===== src/rtl/aes8_pkg.sv =====
// Shared state encoding, block/timeout constants and byte-select helper for aes8_stream_host.
// ABORT exists only when AES8_TIMEOUT_EN is defined.
package aes8_pkg;
  localparam int AES_BLOCK_BYTES    = 16;
  localparam int AES_TIMEOUT_CYCLES = 512;

  typedef enum logic [2:0] {
    IDLE,
    CRST,
    LOAD,
    WAIT,
    COLLECT,
    FIN
`ifdef AES8_TIMEOUT_EN
    , ABORT
`endif
  } state_t;

  // Byte idx of a 128-bit word, byte 0 being bits [127:120].
  function automatic logic [7:0] get_byte(input logic [127:0] v, input logic [3:0] idx);
    logic [6:0] sh;
    sh = 7'd120 - {idx, 3'b000};
    return 8'(v >> sh);
  endfunction
endpackage


===== src/rtl/aes8_stream_host.sv =====
// Streams key/plaintext MSB-first into a byte-serial AES core and reassembles the ciphertext; result_vld 33 cycles + core latency after start, start ignored while busy.
// AES8_TIMEOUT_EN: WAIT is bounded by TIMEOUT_CYCLES and aborts with a one-cycle err pulse; otherwise WAIT is unbounded and err is tied low.
module aes8_stream_host
  import aes8_pkg::*;
#(
  parameter int BLOCK_BYTES    = AES_BLOCK_BYTES,
  parameter int TIMEOUT_CYCLES = AES_TIMEOUT_CYCLES
) (
  input  logic         clk,
  input  logic         rst,
  input  logic         start,
  input  logic [127:0] key_i,
  input  logic [127:0] pt_i,
  output logic         busy,
  output logic [127:0] result_o,
  output logic         result_vld,
  output logic         core_rst,
  output logic [7:0]   core_key,
  output logic [7:0]   core_din,
  input  logic [7:0]   core_dout,
  input  logic         core_dvld,
  output logic         err
);

  localparam logic [3:0] LAST_IDX = 4'(BLOCK_BYTES - 1);

  if (BLOCK_BYTES != AES_BLOCK_BYTES) begin : g_chk_bytes
    $error("BLOCK_BYTES must be 16: the datapath is a fixed 128-bit block");
  end
  if (TIMEOUT_CYCLES < 1) begin : g_chk_tmo
    $error("TIMEOUT_CYCLES must be at least 1");
  end

  state_t       r_state;
  logic [127:0] r_key;
  logic [127:0] r_pt;
  logic [119:0] r_acc;
  logic [3:0]   r_cnt;
  logic [3:0]   w_cnt_nxt;

  assign w_cnt_nxt = r_cnt + 4'd1;

`ifdef AES8_TIMEOUT_EN
  localparam int TMO_W = $clog2(TIMEOUT_CYCLES + 1);
  logic [TMO_W-1:0] r_tmo;
  logic             r_err;
  assign err = r_err;
`else
  assign err = 1'b0;
`endif

  always_ff @(posedge clk or negedge rst) begin
    if (!rst) begin
      r_state    <= IDLE;
      r_key      <= '0;
      r_pt       <= '0;
      r_acc      <= '0;
      r_cnt      <= '0;
      busy       <= 1'b0;
      result_o   <= '0;
      result_vld <= 1'b0;
      core_rst   <= 1'b1;
      core_key   <= 8'h00;
      core_din   <= 8'h00;
`ifdef AES8_TIMEOUT_EN
      r_tmo      <= '0;
      r_err      <= 1'b0;
`endif
    end else begin
      result_vld <= 1'b0;
`ifdef AES8_TIMEOUT_EN
      r_err      <= 1'b0;
`endif
      case (r_state)
        IDLE: begin
          core_rst <= 1'b1;
          if (start) begin
            r_key   <= key_i;
            r_pt    <= pt_i;
            busy    <= 1'b1;
            r_state <= CRST;
          end
        end
        CRST: begin
          core_rst <= 1'b0;
          core_key <= get_byte(r_key, 4'd0);
          core_din <= get_byte(r_pt, 4'd0);
          r_cnt    <= 4'd0;
          r_state  <= LOAD;
        end
        LOAD: begin
          if (r_cnt == LAST_IDX) begin
            core_key <= 8'h00;
            core_din <= 8'h00;
            r_cnt    <= 4'd0;
`ifdef AES8_TIMEOUT_EN
            r_tmo    <= '0;
`endif
            r_state  <= WAIT;
          end else begin
            core_key <= get_byte(r_key, w_cnt_nxt);
            core_din <= get_byte(r_pt, w_cnt_nxt);
            r_cnt    <= w_cnt_nxt;
          end
        end
        WAIT: begin
          // core_dvld only gates entry; the core then streams 16 bytes back-to-back
          if (core_dvld) begin
            r_acc   <= {r_acc[111:0], core_dout};
            r_cnt   <= 4'd1;
            r_state <= COLLECT;
          end
`ifdef AES8_TIMEOUT_EN
          else if (r_tmo == TMO_W'(TIMEOUT_CYCLES - 1)) begin
            r_err    <= 1'b1;
            core_rst <= 1'b1;
            busy     <= 1'b0;
            r_state  <= ABORT;
          end else begin
            r_tmo <= r_tmo + TMO_W'(1);
          end
`endif
        end
        COLLECT: begin
          if (r_cnt == LAST_IDX) begin
            result_o   <= {r_acc, core_dout};
            result_vld <= 1'b1;
            busy       <= 1'b0;
            core_rst   <= 1'b1;
            r_cnt      <= 4'd0;
            r_state    <= FIN;
          end else begin
            r_acc <= {r_acc[111:0], core_dout};
            r_cnt <= w_cnt_nxt;
          end
        end
        FIN: begin
          r_state <= IDLE;
        end
`ifdef AES8_TIMEOUT_EN
        ABORT: begin
          r_state <= IDLE;
        end
`endif
        default: begin
          r_state <= IDLE;
        end
      endcase
    end
  end

endmodule


===== config.mk =====
export PLATFORM = sky130hd
export DESIGN_NAME = aes8_stream_host
export DESIGN_NICKNAME = d
export VERILOG_FILES = /design/src/rtl/aes8_pkg.sv /design/src/rtl/aes8_stream_host.sv
export SDC_FILE = /design/constraint.sdc
export NUM_CORES = 1
export LEC_CHECK = 0
export ABC_AREA = 1
export BUFFER_PORTS_ARGS = -buffer_cell sky130_fd_sc_hd__buf_4
export CORE_ASPECT_RATIO = 1.1
export CORE_MARGIN = 8
export CORE_UTILIZATION = 40
export DETAILED_ROUTE_END_ITERATION = 16
export GPL_TIMING_DRIVEN = 0
export PLACE_DENSITY_LB_ADDON = 0.08
export SYNTH_ARGS = -nofsm -noshare
export SYNTH_HDL_FRONTEND = slang
export SYNTH_SLANG_ARGS = --single-unit

===== constraint.sdc =====
create_clock -name clk -period 4.3 [get_ports clk]
set_input_delay 0.43 -clock clk [delete_from_list [all_inputs] [get_ports clk]]
set_output_delay 0.43 -clock clk [all_outputs]
set_load 0.03 [all_outputs]

# After elaboration in Yosys (flattened, before gate mapping)
# Index checks and enable logic that the tools add are counted.
# totals
register_bits,530
latch_bits,0
mem_bits_ro,0
mem_count,0
mem_bits_rw,0
out_inout_bits,148
# classes
muxes,22
n_mul,0
n_addsub,2
order_cmp,0
n_eq_ne,10
shifts,2
div,0
n_reduce_logical,14
bitwise_logic,0
# op_table
operator,n
$shr 128x7->8,2
$mux 120,2
$pmux 120 s2,1
$pmux 8 s2,2
$mux 8,2
$pmux 3 s5,1
$mux 3,4
$pmux 4 s3,1
$ne 2x2->1 const B,5
$mux 4,2
$reduce_and 2->1,4
$sub 7x7->7 const A,1
$eq 3x2->1 const B,2
$reduce_and 3->1,2
$reduce_bool 2->1,3
$reduce_bool 3->1,2
$mux 1,5
$add 4x1->4 const B,1
$eq 4x4->1 const B,1
$reduce_and 4->1,1
$eq 3x1->1 const B,1
$eq 3x3->1 const B,1
$logic_not 3->1,1
$pmux 1 s3,1
2 further kinds,2

# Logic depth before layout (Yosys ltp)
# Gate-level depths: netlist of run 1.
# depth
word_depth,5
depth_mapped,11
ltp_nobuf,8

# Worst setup path after synthesis of run 1
# Ideal clock, no wire load.
# synth_timing
path_kind,flip-flop to flip-flop
from,register r_cnt[1]
to,register result_o[0]
setup_time_ns,0.125
path_slack_ns,2.575
arrival_time_ns,1.600
required_ns,4.175
period_less_slack_ns,1.725
path_stages_with_launch,9
path_buffers,2
cell_sequence,dfrtp_1 ha_1 nand2_1 nor2_2 inv_2 nor2_2 buf_2 buf_4 mux2_2
# synth_via
elab_chain_cells,2
# synth_rtl
element,line_no,text
from (decl),aes8_stream_host.sv:38,logic [3:0] r_cnt;
from (signal assigned),aes8_stream_host.sv:103,r_cnt <= w_cnt_nxt;
from (signal assigned),aes8_stream_host.sv:134,r_cnt <= w_cnt_nxt;
$eq 4x4->1,aes8_stream_host.sv:125,if (r_cnt == LAST_IDX) begin
$reduce_and 2->1 (no line),n/a,
to (signal assigned),aes8_stream_host.sv:126,"result_o <= {r_acc, core_dout};"
to (decl),aes8_stream_host.sv:15,"output logic [127:0] result_o,"
# Every way passes these cells.
# A chain may end at the register's enable or synchronous reset.

# Final worst setup path of run 1
# layout_timing
from,register r_cnt[1]
to,register core_din[6]
# layout_via
elab_chain_cells,5
# layout_rtl
element,line_no,text
$add 4x1->4,aes8_stream_host.sv:41,assign w_cnt_nxt = r_cnt + 4'd1;
$sub 7x7->7,aes8_pkg.sv:22,"sh = 7'd120 - {idx, 3'b000};"
$shr 128x7->8,aes8_pkg.sv:23,return 8'(v >> sh);
$mux 8 *,aes8_stream_host.sv:92,if (r_cnt == LAST_IDX) begin
$pmux 8 s2 *,aes8_stream_host.sv:74,case (r_state)
to (signal assigned),aes8_stream_host.sv:87,"core_din <= get_byte(r_pt, 4'd0);"
to (signal assigned),aes8_stream_host.sv:102,"core_din <= get_byte(r_pt, w_cnt_nxt);"
to (decl),aes8_stream_host.sv:19,"output logic [7:0] core_din,"
# Every way passes the cells marked *; elsewhere a longest branch is shown, timed or not.

==> impl_results.md, run 1 <==
- Status: finished clean
- Fin. Hold Viols: 0
- CTS tree: built
- PwrDens: just over 700 nW/um^2
- Core ar.: about 56000 um^2
- Drt via density: 4.99
- Mapped Area: 22600 um^2
- CTS sink cnt: 530
- ANT cells: 0
- XOR/XNOR Fraction of Synth Area: less than 1%
- Pre-antenna DRT Iters: 7
- CP most frequent cell: nand3_1
- Post-CTS sizing: 0
- Routability cong.: ~0.95
- Netlist cell types: 26
- Drt wl/cell: ~20 um
- Slew headroom: between 20% and 30%
- Fin crit share: between 60% and 70%
- TritonCTS Buffers: 58
- Crit path DAT: approximately 3.2 ns
- Compound-Gate Fraction of Synth Area: approximately 11%
- Syn Nets: around 2900
- # setup viols final: 0
- Commonest cells post-synth: 646 x nand2_1, 529 x dfrtp_1, 357 x inv_1, 348 x o21ai_0, 227 x nand3_1
- Die height: around 270 um
- Total global-route track usage: between 20% and 30%
- CTS Buffer Depth: 3
- CP Data Required Time: slightly below 5 ns
- Skew-Pair Late Insertion Delay: 0.63 ns
- CP Cell Sequence: ha_1, inv_1, buf_2, clkbuf_1, nand3_1, nand3_1, nand3_1, nand2_1, nand2_1, a21oi_1
- Min-delay worst type: primary input to flip-flop
- Crit path time final: between 2 and 3 ns
- Sequential share of the synthesized area: around three fifths
- Largest family of logic cells by synthesized area: simple AND/OR/NAND/NOR gates
- Static leakage: between 10 and 15 nW
- Adder-cell share of the synthesized area: less than 1%
- Area of the multi-input gates: 7200 um^2
- Largest net degree at the start of global routing: around 120
- Fraction of layout cells with a size suffix above 1: between 20% and 30%
- Worst Max-Slew Pin Slew: between 1 and 1.5 ns
- Die W: roughly 240 um
- Drt total wl: around 78 mm
- Area fraction of the dominant cell type after synthesis: between 50% and 60%
- FFs w/ async S/R, synth: 100%
- Area Overhead vs Synth: 28.9%
- Placed cells: about 3800
- Synth Flop Type: dfrtp_1
- Initial core utilization: about two fifths
- Hold slack: roughly 0.022 ns
- Htree depth: 2
- Critical path capture point type: flip-flop
- Worst vdd ir: about 380 uV
- Max Slew Vio Count: 0
- Simple-gate share of the synthesized area: roughly 18%
- I/O pin count: approximately 420
- # rows: 91
- # fillers: between 5000 and 6000
- Vias in the first global route: ~20000
- Max Cap Violations: 0
- Nets: ~3400
- Max incr delay on CP: between 0.5 and 0.6 ns
- Clock skew: around 0.015 ns
- CP Launch Type: flip-flop
- Register bit total from synthesis: 530
- DRT iter0 DRCs: approximately 1600
- Clock-pin slew on the worst setup and hold paths: 0.06 ns
- Via count: about 20000
- Max Fclk: about 0.38 GHz
- Synth area leader: dfrtp_1
- CTS Root Cell: clkbuf_16
- DIE AREA: 64400 um^2
- Post-DRT Antenna Nets: 0
- Crit Path Max Fanout: 10
- PortBufs: about 410
- CP max-delay cell: clkbuf_1
- Post-synthesis mux area share: under 10%
- Core Util, Final: 52.0%
- Top cells by area, synth: dfrtp_1 59%, nand2_1 11%, o21ai_0 7.7%
- Crit path kind: flip-flop to flip-flop
- Count leader, synth: nand2_1
- Residual DRC: 0
- Cells after synthesis: about 2600
- Bufs and invs on worst path: 3
- Worst path top cell family by delay: buffers and inverters
- Total congestion overflow: 0
- First-pass GRT wire length: between 100 and 150 mm
- Flip-flop and latch area: between 10000 and 15000 um^2
- Fin cells: roughly 4000
- Avg Cell Area, Syn: between 8 and 9 um^2
- YS warnings: 0
- Initial antenna violation count: 0
- DP HPWL: between 50 and 60 mm
- Post-synth EDFFs: 0
- Unrepaired setup endpoints after global routing: false
## area by class of cell
| type | count | share of cell area, % |
|---|---|---|
| sequential | 530 | 45.5 |
| multi-input combinational | 1577 | 24.7 |
| timing repair buffer | 465 | 12.7 |
| clock buffer | 91 | 5.82 |
| inverter | 361 | 4.65 |
| tap | 744 | 3.20 |
| buffer | 162 | 2.68 |
| clock inverter | 17 | 0.726 |
## routing by layer
metal / track usage (%) / share of wire (%)
met2: 37.2 / 45
met4: 7.03 / 3.0
met3: 4.89 / 6.3
met5: 0 / 0
met1: 33.7 / 45
## worst min-delay path, stage by stage
cell and delay, ns:
buf_4 0.08, nand2_1 0.04, o21ai_0 0.06
## state kept, by name (all words and copies together), names as in the netlist
name and cells:
result_o 128, r_acc 120, result_vld 1, core_key 8, core_din 8, core_rst 1
r_key 128, r_pt 128, r_state 3, busy 1, r_cnt 4
## metrics by stage
step	worst slack [ns]	TNS [ns]	total power [W]	instance area (um^2)
after floorplan	2.57	0	0.0127	22600
after global placement	-2.86	-1471.76	0.0158	26600
after detailed placement	1.74	0	0.0160	26800
after CTS	1.71	0	0.0211	29100
after global routing	1.57	0	0.0225	29100
final	1.65	0	0.0210	29100
## cell families (layout without fill, tap and decap cells)
logic type	Yosys count	after routing
buffers and inverters	523	1096
other	1	1
flip-flops	530	530
multiplexers	38	38
XOR/XNOR	4	4
adder cells (fa/ha/maj)	1	1
AO/OA/AOI/OAI	508	508
AND/OR/NAND/NOR	1025	1025
## power by group
part           leakage [nW]  internal (W)  switching, W
logic                  6.93       0.00260       0.00586
registers              6.60       0.00687      0.000744
clock network         0.937       0.00289       0.00209
## what timing repair did
item / 4_1_cts / 5_1_grt
endpoints found under the hold margin: 157 / 0
hold buffers: 47 / 0
setup buffers: 0 / 0
## worst paths after layout
kind,cells after the start,startpoint,slack [ns],endpoint
max in group asynchronous,4,rst,2.23,r_acc[17]
min reg2reg,2,r_acc[54],0.49,r_acc[62]
max reg2reg,10,r_cnt[1],1.65,core_din[6]
min,3,pt_i[8],0.02,r_pt[8]
max,10,r_cnt[1],1.65,core_din[6]
min in group asynchronous,2,rst,0.49,r_key[38]
## cell usage in the layout, fill, tap and decap left out, types with 47 or more instances in the layout
| master | n |
|---|---|
| clkbuf_16 | 58 |
| inv_1 | 357 |
| dfrtp_1 | 529 |
| nand3_1 | 227 |
| nor2_1 | 142 |
| a21oi_1 | 152 |
| o21ai_0 | 348 |
| buf_4 | 430 |
| nand2_1 | 646 |
| clkbuf_1 | 91 |
| buf_2 | 63 |
| dlygate4sd3_1 | 47 |
No activity file was read; power rests on OpenSTA's default activity.
==> run 2, diff against run 1 <==
- ABC_AREA: 1 -> 0
- clock period: 4.3 -> 2.39 ns (I/O delays scaled with it)
==> run 2 against run 1 <==
  * Clock-buffer cell count decreased by 3
  * Worst hold slack better by 0.0024 ns
  * Setup slack got worse by 1.6 ns
  * Critical path depth decreased by 2
  * Non-clock buffer count increased by 157
  * Register-to-register slack got worse by 1.6 ns
  * Final cell count fell by 26%
  * Critical path type unchanged
  * Die area down 0.97%
  * Synthesized cell count down 47%
  * Area after synthesis decreased by 1.0%
  * Sequential power is 83% higher
==> impl_results.md, run 2 <==
- Initial antenna violation count: 15
- CP max-delay cell: dfrtp_1
- Largest net degree at the start of global routing: between 100 and 150
- Sequential share of the synthesized area: between 50% and 60%
- R2r endpoint: core_key[1]
- Crit path DAT: ~2.8 ns
- CP Launch Type: flip-flop
- Vias in the first global route: 16500
- CTS tree: built
- R2R Setup Slk: between 0.02 and 0.03 ns
- Register bit total from synthesis: between 500 and 600
- Fraction of layout cells with a size suffix above 1: approximately 54%
- Cells after synthesis: ~1400
- Commonest cells post-synth: 529 x dfrtp_1, 520 x mux2_2, 66 x mux2i_1, 52 x buf_2, 45 x mux4_2
- Nets: roughly 2400
- CP Data Required Time: about 2.8 ns
- Critical Path Stages: 8
- Final Cell Area: 31300 um^2
- Static leakage: around 15 nW
- # rows: 91
- Max Fclk: ~0.42 GHz
- Max incr delay on CP: roughly 0.39 ns
- Clock-pin slew on the worst setup and hold paths: about 0.06 ns
- Worst Max-Slew Pin Slew: 0.861 ns
- CP most frequent cell: buf_6
- Worst r2r src: r_cnt[0]
- Worst vdd ir: 590 uV
- Area fraction of the dominant cell type after synthesis: 59.2%
- Fin. Hold Viols: 0
- Critical path capture point type: flip-flop
- Top cells by area, synth: dfrtp_1 59%, mux2_2 26%, mux4_2 4.5%
- TritonCTS Buffers: 56
- Mapped Area: 22400 um^2
- Max Cap Violations: 0
- Post-synth EDFFs: 0
- CTS Buffer Depth: 3
- Initial core utilization: between 40% and 50%
- # setup viols final: 0
- Total congestion overflow: 0
- Total global-route track usage: between 20% and 30%
- I/O pin count: around 420
- Critical path startpoint: r_cnt[0]
- CTS sink cnt: 530
- Drt total wl: around 65 mm
- CTS Root Cell: clkbuf_16
- Core Util, Final: between 50% and 60%
- Htree depth: 2
- Syn Nets: about 1700
- R2R depth: 8
- CP Cell Sequence: ha_2, buf_6, buf_8, buf_6, mux4_2, mux2_2, o211ai_1, a31oi_1
- Avg Cell Area, Syn: between 15 and 20 um^2
- Count leader, synth: dfrtp_1
- Synth Flop Type: dfrtp_1
- Crit path kind: flip-flop to flip-flop
- PortBufs: around 410
- Residual DRC: 0
- YS warnings: 0
- Worst slack, placed: -0.685 ns
- Drt via density: between 4 and 5
- Most common cell after layout, fill and taps aside: dfrtp_1
- Status: finished clean
- Placed cell area: 26500 um^2
- Worst path top cell family by delay: multiplexers
- Die height: 264 um
- Unrepaired setup endpoints after global routing: true
- Clock skew: ~0.011 ns
- Post-route setup slack: about 0.029 ns
- Biggest regs: r_key x128, r_pt x128, result_o x128
- Synth area leader: dfrtp_1
- Max Slew Vio Count: 0
- DRT iter0 DRCs: between 600 and 700
- DIE AREA: 63700 um^2
- Via count: between 10000 and 15000
- FFs w/ async S/R, synth: 100%
- Core ar.: between 50000 and 60000 um^2
- Area Overhead vs Synth: 39.9%
- Drt wl/cell: 22.2 um
- First-pass GRT wire length: approximately 100 mm
- Post-DRT Antenna Nets: 0
- Bufs and invs on worst path: 3
- Worst Setup EP: core_key[1]
- DP HPWL: around 47 mm
- Crit path time final: 2.36 ns
- Pre-antenna DRT Iters: 6
- Min-delay worst type: primary input to flip-flop
- Die W: roughly 240 um
- Skew-Pair Late Insertion Delay: between 0.5 and 0.6 ns
- Hold slack: between 0.02 and 0.025 ns
- Most frequent cells in the layout: 529 x dfrtp_1, 520 x mux2_2, 431 x buf_4
- Fin crit share: a little over nine tenths
- Routability cong.: around 0.82
- Crit Path Max Fanout: 10
- Total chip power: ~0.038 W
- Netlist cell types: 47
- PwrDens: 1200 nW/um^2
- Slew headroom: roughly 43%
run 2: power breakdown:
part	switching, W	total, W	internal (W)
clock network	0.00353	0.00860	0.00507
registers	0.00177	0.0139	0.0121
logic	0.00670	0.0150	0.00835
total	0.0120	0.0375	0.0255
run 2: tightest hold or removal path, delay by kind of cell:
family / cells / cell delay, ns
AOI/OAI and AO/OA: 2 / 0.24
buffers and inverters: 1 / 0.10
run 2: worst min path at each step:
| stage | to | slack, ns | depth (start not counted) | startpoint |
|---|---|---|---|---|
| CTS | r_state[0] | 0.001 | 3 | start |
| global route | r_state[0] | 0.04 | 3 | start |
| floorplan | busy | -0.06 | 0 | rst |
| global placement | busy | 0.47 | 1 | busy |
| finish | r_state[0] | 0.02 | 3 | start |
| detailed placement | r_key[24] | 0.36 | 1 | rst |
run 2: layout make-up:
cell class | count | area (um^2)
antenna | 12 | 30.0
buffer | 94 | 761
clock buffer | 88 | 1700
clock inverter | 13 | 123
fill | 4557 | 24400
inverter | 1 | 3.75
multi-input combinational | 767 | 8500
sequential | 530 | 13300
tap | 744 | 931
timing repair buffer | 690 | 5970
run 2: repair_timing:
action | in CTS | in global routing
pin swaps | 4 | 6
hold buffers | 266 | 0
resized for setup | 35 | 28
endpoints found under the setup margin | 443 | 199
setup buffers | 5 | 0
hold endpoints to repair | 380 | 0
cloned | 1 | 0
run 2: logic make-up after synthesis:
kind of cell	share of synthesized area [%]
other	0.0168
buffers and inverters	2.81
AO/OA/AOI/OAI	1.99
XOR/XNOR	0.241
adder cells (fa/ha/maj)	0.0559
multiplexers	34.0
AND/OR/NAND/NOR	1.55
flip-flops	59.3
run 2: stage by stage:
step | TNS (ns) | cells
2_1_floorplan | 0 | 1392
3_3_place_gp | -2539.92 | 2550
3_5_place_dp | -99.46 | 2554
4_1_cts | -0.300 | 2927
5_1_grt | -0.0562 | 2936
6_report | 0 | 2939
run 2: metal layers:
metal / share of wire, % / vias to the layer above / wire [um] / global-route usage (%)
li1: - / 6598 / - / -
met4: 3.7 / 6 / 2440 / 7.58
met1: 39 / 7504 / 25100 / 24.1
met3: 6.7 / 138 / 4400 / 5.74
met5: 0.054 / - / 35 / 0
met2: 51 / 368 / 33300 / 35.1
